===== src/rtl/seq_control_unit.sv =====
// seq_control_unit: handshaked, stall-aware multi-cycle sequencer for the
// 16-bit MSP430-style core. It fetches over a req/valid handshake, decodes
// register-mode double-operand ALU ops and the eight conditional jumps, and
// issues one-cycle ALU, write-back and PC strobes. Every output is driven
// straight from a register. While stall is high every register holds, so a
// strobe stays asserted; downstream consumers must qualify strobes with !stall.
module seq_control_unit #(
    parameter int INSTR_W    = 16,
    parameter int REG_ADDR_W = 4,
    parameter int ALU_OP_W   = 5,
    parameter int OFFSET_W   = 10,
    parameter int CNT_W      = 16
) (
    input  logic                  clk,
    input  logic                  rst,
    input  logic                  run,
    input  logic                  stall,
    output logic                  instr_req,
    input  logic                  instr_valid,
    input  logic [INSTR_W-1:0]    instruction,
    input  logic [3:0]            flags,
    output logic [REG_ADDR_W-1:0] src_reg,
    output logic [REG_ADDR_W-1:0] dst_reg,
    output logic [REG_ADDR_W-1:0] wr_reg,
    output logic [ALU_OP_W-1:0]   op_code,
    output logic                  alu_en,
    output logic                  wr_en,
    output logic                  byte_op,
    output logic                  pc_inc,
    output logic                  branch_en,
    output logic [OFFSET_W-1:0]   pc_offset,
    output logic                  illegal_op,
    output logic [5:0]            fsm_state,
    output logic [CNT_W-1:0]      retired
);

    // One-hot state encoding; the state register doubles as the fsm_state output.
    localparam logic [5:0] ST_IDLE   = 6'b000001;
    localparam logic [5:0] ST_FETCH  = 6'b000010;
    localparam logic [5:0] ST_DECODE = 6'b000100;
    localparam logic [5:0] ST_EXEC   = 6'b001000;
    localparam logic [5:0] ST_WB     = 6'b010000;
    localparam logic [5:0] ST_BRANCH = 6'b100000;

    // Instruction class captured at fetch time.
    localparam logic [1:0] KIND_ILL = 2'b00;
    localparam logic [1:0] KIND_ALU = 2'b01;
    localparam logic [1:0] KIND_JMP = 2'b10;

    localparam logic [ALU_OP_W-1:0] OP_NONE  = {ALU_OP_W{1'b1}};
    localparam logic [3:0]          OPC_BASE = 4'h4;
    localparam logic [3:0]          OPC_CMP  = 4'h9;
    localparam logic [3:0]          OPC_BIT  = 4'hB;

    // Classify an instruction from its opcode and addressing-mode bits.
    // Only register-to-register double-operand forms are executable.
    function automatic logic [1:0] classify_instr(
        input logic [3:0] opc,
        input logic       ad,
        input logic [1:0] as_mode
    );
        logic [1:0] kind;
        case (opc)
            4'h0, 4'h1: kind = KIND_ILL;
            4'h2, 4'h3: kind = KIND_JMP;
            default: begin
                if ((ad == 1'b0) && (as_mode == 2'b00)) begin
                    kind = KIND_ALU;
                end else begin
                    kind = KIND_ILL;
                end
            end
        endcase
        return kind;
    endfunction

    // Evaluate a jump condition against {V,N,C,Z}.
    function automatic logic cond_holds(input logic [2:0] cond, input logic [3:0] flg);
        logic v;
        logic n;
        logic c;
        logic z;
        logic taken;
        v = flg[3];
        n = flg[2];
        c = flg[1];
        z = flg[0];
        case (cond)
            3'b000:  taken = (z == 1'b0);
            3'b001:  taken = (z == 1'b1);
            3'b010:  taken = (c == 1'b0);
            3'b011:  taken = (c == 1'b1);
            3'b100:  taken = (n == 1'b1);
            3'b101:  taken = ((n ^ v) == 1'b0);
            3'b110:  taken = ((n ^ v) == 1'b1);
            3'b111:  taken = 1'b1;
            default: taken = 1'b0;
        endcase
        return taken;
    endfunction

    // Architectural registers.
    logic [5:0]            state_r;
    logic                  instr_req_r;
    logic [REG_ADDR_W-1:0] src_reg_r;
    logic [REG_ADDR_W-1:0] dst_reg_r;
    logic [REG_ADDR_W-1:0] wr_reg_r;
    logic [ALU_OP_W-1:0]   op_code_r;
    logic                  alu_en_r;
    logic                  wr_en_r;
    logic                  byte_op_r;
    logic                  pc_inc_r;
    logic                  branch_en_r;
    logic [OFFSET_W-1:0]   pc_offset_r;
    logic                  illegal_op_r;
    logic [CNT_W-1:0]      retired_r;
    logic [3:0]            opc_r;
    logic [2:0]            cond_r;
    logic [1:0]            kind_r;

    // Next-state values.
    logic [5:0]            state_nxt_s;
    logic                  instr_req_nxt_s;
    logic [REG_ADDR_W-1:0] src_reg_nxt_s;
    logic [REG_ADDR_W-1:0] dst_reg_nxt_s;
    logic [REG_ADDR_W-1:0] wr_reg_nxt_s;
    logic [ALU_OP_W-1:0]   op_code_nxt_s;
    logic                  alu_en_nxt_s;
    logic                  wr_en_nxt_s;
    logic                  byte_op_nxt_s;
    logic                  pc_inc_nxt_s;
    logic                  branch_en_nxt_s;
    logic [OFFSET_W-1:0]   pc_offset_nxt_s;
    logic                  illegal_op_nxt_s;
    logic [CNT_W-1:0]      retired_nxt_s;
    logic [3:0]            opc_nxt_s;
    logic [2:0]            cond_nxt_s;
    logic [1:0]            kind_nxt_s;

    // Fields of the instruction on the fetch bus, decoded as it is accepted so
    // the decode outputs are already registered during the DECODE cycle.
    logic [3:0] fetch_opc_s;
    logic [1:0] fetch_kind_s;
    logic       accept_s;

    assign fetch_opc_s  = instruction[INSTR_W-1 -: 4];
    assign fetch_kind_s = classify_instr(fetch_opc_s, instruction[7], instruction[5:4]);
    assign accept_s     = instr_req_r && instr_valid;

    // Sequencer next-state and strobe generation; strobes default low each step.
    always_comb begin
        state_nxt_s      = state_r;
        instr_req_nxt_s  = instr_req_r;
        src_reg_nxt_s    = src_reg_r;
        dst_reg_nxt_s    = dst_reg_r;
        wr_reg_nxt_s     = wr_reg_r;
        op_code_nxt_s    = op_code_r;
        byte_op_nxt_s    = byte_op_r;
        pc_offset_nxt_s  = pc_offset_r;
        retired_nxt_s    = retired_r;
        opc_nxt_s        = opc_r;
        cond_nxt_s       = cond_r;
        kind_nxt_s       = kind_r;
        alu_en_nxt_s     = 1'b0;
        wr_en_nxt_s      = 1'b0;
        pc_inc_nxt_s     = 1'b0;
        branch_en_nxt_s  = 1'b0;
        illegal_op_nxt_s = 1'b0;

        case (state_r)
            ST_IDLE: begin
                if (run) begin
                    state_nxt_s     = ST_FETCH;
                    instr_req_nxt_s = 1'b1;
                end else begin
                    state_nxt_s     = ST_IDLE;
                    instr_req_nxt_s = 1'b0;
                end
            end

            ST_FETCH: begin
                if (accept_s) begin
                    state_nxt_s     = ST_DECODE;
                    instr_req_nxt_s = 1'b0;
                    pc_inc_nxt_s    = 1'b1;
                    opc_nxt_s       = fetch_opc_s;
                    cond_nxt_s      = instruction[12:10];
                    kind_nxt_s      = fetch_kind_s;
                    case (fetch_kind_s)
                        KIND_ALU: begin
                            op_code_nxt_s = ALU_OP_W'(fetch_opc_s - OPC_BASE);
                            src_reg_nxt_s = REG_ADDR_W'(instruction[11:8]);
                            dst_reg_nxt_s = REG_ADDR_W'(instruction[3:0]);
                            wr_reg_nxt_s  = REG_ADDR_W'(instruction[3:0]);
                            byte_op_nxt_s = instruction[6];
                        end
                        KIND_JMP: begin
                            op_code_nxt_s   = OP_NONE;
                            byte_op_nxt_s   = 1'b0;
                            pc_offset_nxt_s = instruction[OFFSET_W-1:0];
                        end
                        default: begin
                            op_code_nxt_s    = OP_NONE;
                            byte_op_nxt_s    = 1'b0;
                            illegal_op_nxt_s = 1'b1;
                        end
                    endcase
                end else begin
                    state_nxt_s     = ST_FETCH;
                    instr_req_nxt_s = 1'b1;
                end
            end

            ST_DECODE: begin
                case (kind_r)
                    KIND_ALU: begin
                        state_nxt_s  = ST_EXEC;
                        alu_en_nxt_s = 1'b1;
                    end
                    KIND_JMP: begin
                        // Flags are sampled here; the count is bumped on entry
                        // to BRANCH so it is visible alongside branch_en.
                        state_nxt_s     = ST_BRANCH;
                        branch_en_nxt_s = cond_holds(cond_r, flags);
                        retired_nxt_s   = retired_r + CNT_W'(1);
                    end
                    default: begin
                        if (run) begin
                            state_nxt_s     = ST_FETCH;
                            instr_req_nxt_s = 1'b1;
                        end else begin
                            state_nxt_s     = ST_IDLE;
                            instr_req_nxt_s = 1'b0;
                        end
                    end
                endcase
            end

            ST_EXEC: begin
                // CMP and BIT only update flags, so no register write-back.
                state_nxt_s   = ST_WB;
                wr_en_nxt_s   = (opc_r != OPC_CMP) && (opc_r != OPC_BIT);
                retired_nxt_s = retired_r + CNT_W'(1);
            end

            ST_WB, ST_BRANCH: begin
                if (run) begin
                    state_nxt_s     = ST_FETCH;
                    instr_req_nxt_s = 1'b1;
                end else begin
                    state_nxt_s     = ST_IDLE;
                    instr_req_nxt_s = 1'b0;
                end
            end

            default: begin
                state_nxt_s     = ST_IDLE;
                instr_req_nxt_s = 1'b0;
            end
        endcase
    end

    // State and output registers; stall freezes everything, reset clears at once.
    always_ff @(posedge clk or negedge rst) begin
        if (!rst) begin
            state_r      <= ST_IDLE;
            instr_req_r  <= 1'b0;
            src_reg_r    <= {REG_ADDR_W{1'b0}};
            dst_reg_r    <= {REG_ADDR_W{1'b0}};
            wr_reg_r     <= {REG_ADDR_W{1'b0}};
            op_code_r    <= OP_NONE;
            alu_en_r     <= 1'b0;
            wr_en_r      <= 1'b0;
            byte_op_r    <= 1'b0;
            pc_inc_r     <= 1'b0;
            branch_en_r  <= 1'b0;
            pc_offset_r  <= {OFFSET_W{1'b0}};
            illegal_op_r <= 1'b0;
            retired_r    <= {CNT_W{1'b0}};
            opc_r        <= 4'h0;
            cond_r       <= 3'b000;
            kind_r       <= KIND_ILL;
        end else if (!stall) begin
            state_r      <= state_nxt_s;
            instr_req_r  <= instr_req_nxt_s;
            src_reg_r    <= src_reg_nxt_s;
            dst_reg_r    <= dst_reg_nxt_s;
            wr_reg_r     <= wr_reg_nxt_s;
            op_code_r    <= op_code_nxt_s;
            alu_en_r     <= alu_en_nxt_s;
            wr_en_r      <= wr_en_nxt_s;
            byte_op_r    <= byte_op_nxt_s;
            pc_inc_r     <= pc_inc_nxt_s;
            branch_en_r  <= branch_en_nxt_s;
            pc_offset_r  <= pc_offset_nxt_s;
            illegal_op_r <= illegal_op_nxt_s;
            retired_r    <= retired_nxt_s;
            opc_r        <= opc_nxt_s;
            cond_r       <= cond_nxt_s;
            kind_r       <= kind_nxt_s;
        end else begin
            state_r <= state_r;
        end
    end

    assign fsm_state  = state_r;
    assign instr_req  = instr_req_r;
    assign src_reg    = src_reg_r;
    assign dst_reg    = dst_reg_r;
    assign wr_reg     = wr_reg_r;
    assign op_code    = op_code_r;
    assign alu_en     = alu_en_r;
    assign wr_en      = wr_en_r;
    assign byte_op    = byte_op_r;
    assign pc_inc     = pc_inc_r;
    assign branch_en  = branch_en_r;
    assign pc_offset  = pc_offset_r;
    assign illegal_op = illegal_op_r;
    assign retired    = retired_r;

endmodule


===== config.mk =====
export PLATFORM = sky130hd
export DESIGN_NAME = seq_control_unit
export DESIGN_NICKNAME = d
export VERILOG_FILES = /design/src/rtl/seq_control_unit.sv
export SDC_FILE = /design/constraint.sdc
export NUM_CORES = 1
export LEC_CHECK = 0
export CAP_MARGIN = 20
export CORE_ASPECT_RATIO = 2
export CORE_UTILIZATION = 48
export DETAILED_ROUTE_END_ITERATION = 10
export PLACE_DENSITY = 0.88
export SETUP_SLACK_MARGIN = 0.05
export SLEW_MARGIN = 20
export SYNTH_ARGS = -nofsm -noshare
export SYNTH_HDL_FRONTEND = slang
export SYNTH_SLANG_ARGS = --single-unit

===== constraint.sdc =====
create_clock -name clk -period 2.18 [get_ports clk]
set_input_delay 0.327 -clock clk [delete_from_list [all_inputs] [get_ports clk]]
set_output_delay 0.327 -clock clk [all_outputs]
set_load 0.02 [all_outputs]

# == After elaboration in Yosys (flattened, before gate mapping) ==
# Index checks and enable logic that the tools add are counted.
# op_classes
add_sub_neg,2
n_eq_ne,24
n_mux,25
n_bitwise,7
n_reduce_logical,17
# ops
op,count
$pmux W16 S2,1
$pmux W6 S4,1
$add A16 B1 Y16 const B,1
$mux W16,1
$mux W1,15
$eq A3 B3 Y1 const B,4
$pmux W6 S2,1
$reduce_and A3 Y1,3
$eq A4 B2 Y1 const B,2
$ne A4 B4 Y1 const B,2
$pmux W1 S8,1
$reduce_and A4 Y1,2
$reduce_or A2 Y1,4
$eq A3 B2 Y1 const B,2
$eq A6 B1 Y1 const B,1
$eq A6 B2 Y1 const B,1
$eq A6 B3 Y1 const B,1
$eq A6 B4 Y1 const B,1
$eq A6 B5 Y1 const B,1
$eq A6 B6 Y1 const B,1
$not A1 Y1,6
$mux W5,1
$sub A4 B3 Y5 const B,1
$eq A2 B1 Y1 const B,2
15 further kinds,19
# totals
ff_bits,61
in_bits,25

# == Longest topological paths before layout ==
# logic_depth
ltp_word,9
ltp_mapped,8
ltp_nobuf,8

# == Worst setup path before layout ==
# No wires, ideal clock.
# synth_timing
path_kind,reg2reg
start,"register, netlist name pc_inc"
end,"register retired_r[1], in the netlist retired[1]"
arrival_time_ns,1.795
required_ns,2.055
setup_slack_ns,0.260
stages_incl_launch_ff,6
n_path_buf,1
cell_sequence,dfrtp_1 > nor3b_4 > nand3_4 > buf_6 > a21oi_1 > mux2_2
# synth_lines
item,line_no,text
end signal: assignment,279,retired_r <= {CNT_W{1'b0}};
end signal: assignment,297,retired_r <= retired_nxt_s;
end: declaration,116,logic [CNT_W-1:0] retired_r;

# == Worst setup path in the final report ==
# layout_timing
start,input port instruction[14]
end,"register pc_offset_r[2], in the netlist pc_offset[2]"
# layout_via
elab_chain_cells,5
elab_cells_between_ends,9
classes_between,eq/ne (4); mux (1); reduce/logical (4)
# layout_rtl
item,line_no,text
start: declaration,20,"input logic [INSTR_W-1:0] instruction,"
"$eq A4 B2 Y1, or another cell as far along",63,case (opc)
$reduce_or A2 Y1,-,
$pmux W2 S2 (*),63,
net fetch_kind_s[0],143,logic [1:0] fetch_kind_s;
$eq A2 B2 Y1 (*),189,case (fetch_kind_s)
$reduce_and A4 Y1 (no source line) (*),-,
end signal: assignment,277,pc_offset_r <= {OFFSET_W{1'b0}};
end signal: assignment,295,pc_offset_r <= pc_offset_nxt_s;
end: declaration,114,logic [OFFSET_W-1:0] pc_offset_r;
# Mark *: on every way through the listed nets, which the timed path passes. The rest lies on a longest branch.
# A chain may end at the register's enable or synchronous reset.

==> run_results.csv <==
group,metric,value,unit
finish,syn_to_final_growth,42.91,%
sta,rsz0062_at_grt,"no",
drt,wl_met3,293,µm
drt,wl_met1,2497,µm
synth,syn-num-nets,279,
place,gp_congestion,0.8198,
outcome,violations,"design-rule violations",
sta,slew_violations,0,
global_routing,grt_pass1_wl,10630,µm
synth,yosysTopAreaCell,"dfrtp_1",
drt,dr_total_vias,2233,
floorplanning,dieArea,0.006347,mm²
run,max_cap_viol_count,0,
finish,layout.cells.non_filler,403,
floorplanning,start_util,50.13,%
synth,yosys-top-cells-area,"dfrtp_1 45%, mux2_2 9.8%, dfstp_2 5.5%, xor2_1 3.6%, a2111oi_2 3.1%",
floorplanning,coreArea,0.005758,mm²
synth,yosysUniqueCellTypes,47,
global_routing,antenna_found_initial,0,
pwr,cellLeakagePower,1.829,nW
place,portBuffers,80,
drt,antenna_left,0,
global_routing,grt_max_degree,59,
global_routing,grt-ovfl-total,0,
drt,first_iter_violations,89,
synth,synth_edf_count,0,
place,dp_cells,384,
synth,yosys.area.top_type_share,45.08,%
place,place_area,0.003781,mm²
place,dp_hpwl,4659,µm
floorplanning,die_w,56.84,µm
sta,fin_crit_sh,92.21,%
worst_setup_path,cpPeakStageDelay,430,ps
synth,yosysWarnings,0,
worst_setup_path,slowest_stage,"clkdlybuf4s50_1",
sta,skew,6.115,ps
synth,yosysMostFrequentCell,"dfrtp_1",
drt,routed_wl,6541,µm
synth,seq_area_frac_synth,50.54,%
pwr,total_power,0.004319,W
drt,dr.pass1.iters,7,
synth,synth_flop_cell,"dfrtp_1",
global_routing,grt_usage,22.08,%
worst_setup_path,cp_num_buf_inv,5,
floorplanning,die_y,111.7,µm
worst_setup_path,cp_cell_sequence,"clkdlybuf4s50_1 -> inv_1 -> ha_1 -> nor4_2 -> buf_4 -> inv_1 -> ha_1 -> nand2_1 -> nor3_4 -> buf_4 -> mux2_2",
sta,hold_violations,0,
finish,final_area,0.004125,mm²
synth,synth_seq_cells,58,
drt,drc,11,
drt,routed_via_density,5.541,
finish,fin_nets,369,
global_routing,grt_pass1_vias,2267,
clock_tree,htree_num_levels,3,
finish,insertedDiodeCount,0,
sta,final.min_clock_period,2010,ps
worst_setup_path,critPathKind,"in -> reg",
clock_tree,root_buffer,"clkbuf_16",
finish,drive_gt1_share,21.93,%
worst_setup_path,crit_fanout,5,
drt,wl_met2,3611,µm
outcome,status,"finished, violations left",
worst_setup_path,crit_path_start_kind,"input port",
worst_setup_path,arrival,2220,ps
min_path,min_path_type,"in -> async",
pwr,power.density,1047,mW/mm²
synth,netlist_area,0.002887,mm²
clock_tree,cts.sinks,58,
clock_tree,ctsHoldBuffers,0,
sta,clock.fmax,497.5,MHz
clock_tree,clk_path_buf_depth,2,
clock_tree,clk_latency,330,ps
worst_setup_path,cp_top_family,"buffers and inverters",
clock_tree,cts_buffers,9,
finish,largest_register_ffs,16,
clock_tree,path_clk_slew,50,ps
finish,nFillCells,407,
worst_setup_path,crit_path_end_kind,"register",
sta,finalSetupViolations,0,
synth,synthArstFlopShare,100.0,%
clock_tree,cts_tree,"yes",
drt,wire_per_inst,16.23,µm
worst_setup_path,required,2390,ps
floorplanning,io_pins,81,
synth,syn_inst,247,
drt,top_layer,"met4",
pwr,ir_worst_vdd,0.7895,mV
floorplanning,fp-row-count,39,
synth,postSynthAreaPerCell,11.69,µm²
synth,yosys-top-cells-count,"52 x dfrtp_1, 25 x mux2_2, 24 x nand2_1",
sta,slew_headroom,73.97,%
sta,whs,1.040,ps
sta,worstMarginPinSlew,385.6,ps
==> area by class of cell <==
| cell class | count | area, µm² | area share (%) |
|---|---|---|---|
| Tap cell | 61 | 76.32 | 1.850 |
| Sequential cell | 58 | 1459 | 35.37 |
| Clock buffer | 13 | 250.2 | 6.066 |
| Clock inverter | 3 | 65.06 | 1.577 |
| Inverter | 16 | 60.06 | 1.456 |
| Multi-Input combinational cell | 157 | 1281 | 31.06 |
| Timing Repair Buffer | 95 | 933.4 | 22.63 |
==> cells by family (layout without fill, tap and decap cells) <==
family | after synthesis | after routing | synth area share (%)
fa+ha+maj | 7 | 7 | 3.034
compound gates | 44 | 44 | 12.74
flops | 58 | 58 | 50.54
buf+inv | 32 | 127 | 5.288
mux | 26 | 26 | 10.10
xor+xnor | 17 | 17 | 5.158
simple gates | 63 | 63 | 13.13
==> per-stage QoR <==
stage                     TNS (ps)  worst slack (ps)  utilization (%)
after floorplan                  0             260.1                -
after global placement       -3627            -212.0            65.67
after global routing             0             52.94            71.64
after detailed placement     -4956            -291.7            65.67
final                            0             169.8            71.64
after CTS                        0             69.61            71.14
==> per-layer routing <==
layer / global-route usage (%) / up-vias
li1: - / 1054
met1: 24.73 / 1099
met2: 38.02 / 69
met3: 5.807 / 11
met4: 10.89 / 0
met5: 0 / -
==> cell usage in the layout (no fill, tap or decap), drive strengths merged, types with 3 or more instances in the layout <==
cell           netlist  final
o21ai                6      6
dfrtp               52     52
nand2               24     24
dfstp                6      6
nor2b                3      3
xor2                12     12
clkdlybuf4s50        0     79
nor4                 3      3
nand3                6      6
ha                   7      7
nand4                3      3
nand3b               3      3
buf                 13     16
a31oi                7      7
clkbuf               3     13
inv                 16     16
nor2                 9      9
a2111oi              7      7
xnor2                5      5
a211oi               6      6
a21oi                5      5
mux2                25     25
==> report_power, final <==
| group | internal, W | leakage [nW] | switching (W) |
|---|---|---|---|
| logic | 0.000648 | 0.936 | 0.000613 |
| registers | 0.00135 | 0.740 | 0.000223 |
| clock network | 0.00103 | 0.154 | 0.000460 |
| total | 0.00302 | 1.83 | 0.00130 |
==> worst register-to-register path, delay by kind of cell, from the launching register on <==
| kind | cells | cell delay (ps) |
|---|---|---|
| AO/OA/AOI/OAI | 1 | 310 |
| flip-flops | 1 | 480 |
| multiplexers | 1 | 360 |
| AND/OR/NAND/NOR | 2 | 630 |
==> what timing repair did <==
action / in CTS / in global routing
endpoints found under the setup margin: 0 / 18
resized for setup: 0 / 1
buffers inserted: 0 / 3
==> final timing paths <==
check / slack [ps] / endpoint / start / cells after the start
hold reg to reg: 480 / retired[15] / retired[15] / 1
setup / recovery: 170 / pc_offset[2] / instruction[14] / 11
setup reg to reg: 260 / retired[1] / fsm_state[5] / 4
min in group clk: 480 / retired[15] / retired[15] / 1
max in group asynchronous: 1880 / op_code[0] / rst / 2
hold / removal: 1 / pc_offset[4] / rst / 2
No activity file was read; power rests on OpenSTA's default activity.
